$ cat config.mk
export PLATFORM = sky130hd
export DESIGN_NAME = wb_port_arbiter
export DESIGN_NICKNAME = d
export VERILOG_FILES = /design/src/rtl/wb_pkg.sv /design/src/rtl/wb_rr_picker.sv /design/src/rtl/wb_port_arbiter.sv
export SDC_FILE = /design/constraint.sdc
export NUM_CORES = 1
export LEC_CHECK = 0
export ABC_AREA = 1
export BUFFER_PORTS_ARGS = -buffer_cell sky130_fd_sc_hd__buf_2
export CAP_MARGIN = 20
export CORE_UTILIZATION = 55
export CTS_CLUSTER_DIAMETER = 60
export CTS_CLUSTER_SIZE = 16
export DETAILED_ROUTE_END_ITERATION = 8
export PLACE_DENSITY = 0.81
export SLEW_MARGIN = 30
export SYNTH_ARGS = -nofsm -noshare
export SYNTH_HDL_FRONTEND = slang
export SYNTH_SLANG_ARGS = --single-unit
$ cat constraint.sdc
create_clock -name clk -period 12.7 [get_ports clk]
set_input_delay 3.81 -clock clk [delete_from_list [all_inputs] [get_ports clk]]
set_output_delay 3.81 -clock clk [all_outputs]
set_load 0.03 [all_outputs]
$ cat src/rtl/wb_pkg.sv
// wb_pkg: shared constants and the holding-slot payload for the write-back arbiter.
//   FU_* : requester index of each functional unit
//   WB_SRC_NONE : wb_src value when no write-back happens
//   wb_slot_t : one holding slot {valid, rd, data}
package wb_pkg;

    localparam int unsigned WB_NUM_FU = 5;
    localparam int unsigned WB_XLEN   = 32;
    localparam int unsigned WB_RD_W   = 5;
    localparam int unsigned WB_SRC_W  = 3;

    localparam int unsigned FU_ALU  = 0;
    localparam int unsigned FU_MEM  = 1;
    localparam int unsigned FU_MUL  = 2;
    localparam int unsigned FU_DIV  = 3;
    localparam int unsigned FU_JUMP = 4;

    localparam logic [WB_SRC_W-1:0] WB_SRC_NONE = 3'd0;

    typedef struct packed {
        logic               valid;
        logic [WB_RD_W-1:0] rd;
        logic [WB_XLEN-1:0] data;
    } wb_slot_t;

endpackage

$ cat src/rtl/wb_rr_picker.sv
// wb_rr_picker: picks one requester, searching upward from ptr and wrapping.
//   req  : request vector
//   ptr  : first index examined (tie to 0 for fixed lowest-index priority)
//   gnt  : one-hot grant
//   idx  : encoded index of the granted requester (0 when none)
//   any  : a grant was issued
module wb_rr_picker #(
    parameter int unsigned N  = 5,
    parameter int unsigned IW = 3
) (
    input  logic [N-1:0]  req,
    input  logic [IW-1:0] ptr,
    output logic [N-1:0]  gnt,
    output logic [IW-1:0] idx,
    output logic          any
);

    // First requester found walking ptr, ptr+1, ... modulo N.
    always_comb begin
        int unsigned p;
        logic [IW-1:0] pi;
        gnt = '0;
        idx = '0;
        any = 1'b0;
        p   = 0;
        pi  = '0;
        for (int k = 0; k < int'(N); k++) begin
            p  = (32'(ptr) + 32'(k)) % N;
            pi = IW'(p);
            if (!any && req[pi]) begin
                gnt[pi] = 1'b1;
                idx     = pi;
                any     = 1'b1;
            end
        end
    end

endmodule

$ cat src/rtl/wb_port_arbiter.sv
// wb_port_arbiter: shares the register-file write port among the functional units.
// Each unit hands a result into a one-entry holding slot through valid/ready; one
// slot is granted per cycle and drives registered wb_en/wb_rd/wb_data/wb_src.
// Build option: define WB_RR_EN for round-robin arbitration (rr_ptr register);
// otherwise fixed priority, lowest index wins.
//   clk, rst   : clock, asynchronous active-high reset
//   fu_valid   : unit i presents a result
//   fu_rd      : destination register, 5 bits per unit
//   fu_data    : result data, XLEN bits per unit
//   fu_ready   : slot i can accept this cycle (combinational)
//   flush_mask : discard held and incoming results of the marked units
//   wb_en, wb_rd, wb_data : register-file write port
//   wb_src     : granted unit index + 1, 0 when no write
module wb_port_arbiter
    import wb_pkg::*;
#(
    parameter int unsigned NUM_FU = WB_NUM_FU,
    parameter int unsigned XLEN   = WB_XLEN
) (
    input  logic                    clk,
    input  logic                    rst,
    input  logic [NUM_FU-1:0]       fu_valid,
    input  logic [NUM_FU*5-1:0]     fu_rd,
    input  logic [NUM_FU*XLEN-1:0]  fu_data,
    output logic [NUM_FU-1:0]       fu_ready,
    input  logic [NUM_FU-1:0]       flush_mask,
    output logic                    wb_en,
    output logic [4:0]              wb_rd,
    output logic [XLEN-1:0]         wb_data,
    output logic [2:0]              wb_src
);

    localparam int unsigned IW = WB_SRC_W;

    wb_slot_t          slot_q [NUM_FU];
    logic [NUM_FU-1:0] hold_valid;
    logic [NUM_FU-1:0] req;
    logic [NUM_FU-1:0] gnt;
    logic [IW-1:0]     gnt_idx;
    logic              gnt_any;
    logic [IW-1:0]     pick_ptr;

    // Flushed slots are not candidates, so a flush also suppresses their grant.
    always_comb begin
        for (int i = 0; i < int'(NUM_FU); i++) begin
            hold_valid[i] = slot_q[i].valid;
        end
        req = hold_valid & ~flush_mask;
    end

    // A slot being granted this cycle may be refilled in the same cycle.
    assign fu_ready = ~{NUM_FU{rst}} & (~hold_valid | gnt);

`ifdef WB_RR_EN
    logic [IW-1:0] rr_ptr;

    assign pick_ptr = rr_ptr;

    // Search restarts just past the last winner.
    always_ff @(posedge clk or posedge rst) begin
        if (rst) begin
            rr_ptr <= '0;
        end else if (gnt_any) begin
            rr_ptr <= (gnt_idx == IW'(NUM_FU - 1)) ? '0 : gnt_idx + IW'(1);
        end
    end
`else
    assign pick_ptr = '0;
`endif

    wb_rr_picker #(
        .N  (NUM_FU),
        .IW (IW)
    ) u_picker (
        .req (req),
        .ptr (pick_ptr),
        .gnt (gnt),
        .idx (gnt_idx),
        .any (gnt_any)
    );

    // Slot update: flush wins, then a fresh accept, then release on grant.
    // Results addressed to x0 complete the handshake but are never stored.
    always_ff @(posedge clk or posedge rst) begin
        if (rst) begin
            for (int i = 0; i < int'(NUM_FU); i++) begin
                slot_q[i] <= '0;
            end
        end else begin
            for (int i = 0; i < int'(NUM_FU); i++) begin
                if (flush_mask[i]) begin
                    slot_q[i].valid <= 1'b0;
                end else if (fu_valid[i] && fu_ready[i] && (fu_rd[i*5 +: 5] != 5'd0)) begin
                    slot_q[i].valid <= 1'b1;
                    slot_q[i].rd    <= fu_rd[i*5 +: 5];
                    slot_q[i].data  <= WB_XLEN'(fu_data[i*XLEN +: XLEN]);
                end else if (gnt[i]) begin
                    slot_q[i].valid <= 1'b0;
                end
            end
        end
    end

    // Registered write port; address and data hold when idle.
    always_ff @(posedge clk or posedge rst) begin
        if (rst) begin
            wb_en   <= 1'b0;
            wb_rd   <= '0;
            wb_data <= '0;
            wb_src  <= WB_SRC_NONE;
        end else if (gnt_any) begin
            wb_en   <= 1'b1;
            wb_rd   <= slot_q[gnt_idx].rd;
            wb_data <= XLEN'(slot_q[gnt_idx].data);
            wb_src  <= gnt_idx + IW'(1);
        end else begin
            wb_en   <= 1'b0;
            wb_src  <= WB_SRC_NONE;
        end
    end

endmodule
==> impl_metrics.csv <==
group,metric,value,unit
floorplan,coreArea,19500,um^2
global_route,grt.overflow.total,0,
route,drt_iter0_markers,683,
clock_tree,h-tree-depth,1,
floorplan,die_w,143,um
global_route,antenna_found_initial,1,
timing,worst_slew_pin_slew,0.942,ns
power,vdd_drop_max,0.107,mV
critical_path,end_kind,"output pin",
place,pre_cts_ws,2.87,ns
clock_tree,cts_repair_resize_count,0,
power,power.total,1.95,mW
route,wl_per_cell,16.0,um
critical_path,crit_type,"primary input to output pin",
finish,drive_above_1_share,0.185,
clock_tree,cts_tree,"yes",
finish,layout.cells.non_filler,1885,
timing,skew,0.0130,ns
timing,whs,0.473,ns
timing,clock.fmax,106,MHz
timing,layout_min_cycle_time,9.40,ns
clock_tree,post_cts_buffers,0,
finish,area_growth,16.2,%
yosys,yosysTopAreaCell,"dfrtp_1",
floorplan,std_cell_rows,51,
yosys,synth_warnings,0,
global_route,grt_max_degree,161,
timing,setup_viol,0,
power,intPower,1.31,mW
clock_tree,cts_buffers,18,
timing,layout_setup_ws,3.30,ns
timing,final.period_utilization,0.740,
global_route,grtUsageTotal,0.303,
status,status,"finished clean",
place,placed_cell_area,12200,um^2
yosys,synth_area_leaders,"dfrtp_1, nand2_1, nand3_1",
yosys,syn_area,11000,um^2
critical_path,critPathArrivalTime,5.59,ns
power,pwr-share-seq,0.489,
critical_path,required,8.89,ns
timing,max-slew-margin-rel,0.372,
yosys,synth-seq-area-share,0.527,
yosys,synthCells,1429,
clock_tree,clk_latency,0.49,ns
timing,rsz0062_at_grt,"no",
yosys,synthesis.nets,1626,
timing,hold_viol,0,
global_route,grt_pass1_wl,47.6,mm
floorplan,die_area,20500,um^2
floorplan,ioPinCount,243,
critical_path,start_kind,"primary input",
power,leakage,7.23,nW
timing,setup_tns,0,ns
clock_tree,cts.path.max_buffers,3,
hold_path,hp-class,"flip-flop to flip-flop",
yosys,synth_top_area_frac,0.527,
hold_path,hp-start,"slot_q[19]$_DFFE_PP0P_",
place,placement.io_buffers,242,
finish,nFillCells,1749,
power,powerDensity,153,nW/um^2
route,wl,30.1,mm
critical_path,worstPathMaxFanout,16,
place,finalWeightedCongestion,0.911,
global_route,grt_pass1_vias,9486,
finish,fin_util,0.653,
place,post-place-cells,1861,
route,drc,0,
timing,slew_violations,0,
power,p_clk_frac,0.266,
critical_path,crit_start,"flush_mask[1]",
place,hpwl,20.9,mm
yosys,synth-seq-cells,231,
clock_tree,cts_root_buf,"clkbuf_16",
clock_tree,cts_sinks,231,
finish,fin_nets,1814,
power,p_comb_frac,0.245,
run,maxCapViolCount,0,
power,power.switching,0.642,mW
finish,fin_area,12800,um^2
clock_tree,ctsHoldBuffers,0,
route,detail-route-antenna-nets,0,
route,routed-via-count,9842,
route,drt-vias-per-instance,5.22,
yosys,synthDistinctLibCells,27,
critical_path,rr_startpoint,"hold_valid[0]$_DFFE_PP0P_",
power,sw_frac_of_total,0.330,
yosys,syn_avg_cell_area,7.68,um^2
clock_tree,clk_pin_slew_worst_paths,0.07,ns
floorplan,start_util,0.562,
floorplan,die_h,143,um
route,drtPass1Iterations,5,
[area by class of cell]
cell class | instances | area (um^2) | area share
flip-flops and latches | 231 | 5780 | 0.453
multi-input cells | 868 | 3880 | 0.304
repair buffers | 253 | 1330 | 0.104
inverters | 245 | 935 | 0.0733
clock buffers | 20 | 479 | 0.0376
well taps | 265 | 332 | 0.0260
clock inverters | 2 | 12.5 | 0.000981
diodes | 1 | 2.50 | 0.000196
[kinds of logic (layout without fill, tap and decap cells)]
| family | after synthesis | in the layout | share of synthesized area |
|---|---|---|---|
| buffers and inverters | 330 | 520 | 0.121 |
| flip-flops | 231 | 231 | 0.527 |
| other | 0 | 1 | 0 |
| AO/OA/AOI/OAI | 160 | 160 | 0.0754 |
| AND/OR/NAND/NOR | 708 | 708 | 0.276 |
[metal layers]
metal,vias to the layer above,track usage,share of wire
met5,-,0,0
met4,0,0.197,0.071
met3,95,0.0453,0.065
met2,413,0.469,0.45
met1,4566,0.398,0.42
li1,4768,-,-
[worst paths after layout]
check	end	slack [ns]	depth (start not counted)
setup reg to reg	wb_data[3]$_DFFE_PP0P_	9.35	9
max in group asynchronous	slot_q[100]$_DFFE_PP0P_	7.97	3
min in group asynchronous	slot_q[78]$_DFFE_PP0P_	3.61	2
setup / recovery	fu_ready[4]	3.30	8
hold reg to reg	slot_q[19]$_DFFE_PP0P_	0.47	2
hold / removal	slot_q[19]$_DFFE_PP0P_	0.47	2
[power by group through the flow]
stage	Sequential (mW)	Clock, mW	Combinational [mW]
floorplan	1.02	0	0.251
global placement	0.957	0	0.458
detailed placement	0.962	0	0.475
CTS	0.950	0.527	0.478
global route	0.965	0.555	0.535
finish	0.952	0.519	0.477
[critical path, stage by stage]
cell and delay, ns:
buf_2 0.08, inv_1 0.09, nand2_2 0.14, nand2_4 0.08
nor3_4 0.26, nand2_2 0.32, a21oi_4 0.52, buf_2 0.29
[flip-flops by register name (all words and copies together) (netlist names)]
register,flops
hold_valid,5
slot_q,185
wb_data,32
wb_en,1
wb_rd,5
wb_src,3
[cells in the mapped netlist (all sizes together)]
cell type	number
nand3	227
nand2	410
o21ai	121
clkbuf	34
clkinv	2
nand4	4
inv	243
dfrtp	231
a21oi	39
buf	51
nor3b	1
nor2	60
nor3	6
[placed cells by master, fill, tap and decap left out, types with 3 or more instances in the layout]
master and count:
inv_1 238, buf_2 242, nand2_2 5, dfrtp_1 231, nor3_1 5, nand2_4 3, clkinv_2 3, nand3_1 226
a21oi_1 36, buf_4 7, inv_2 4, o21ai_1 29, nand2_1 402, nor2_1 58, clkbuf_16 19, o21ai_0 90
nand4_1 3
Power figures use the tool's default switching activity.
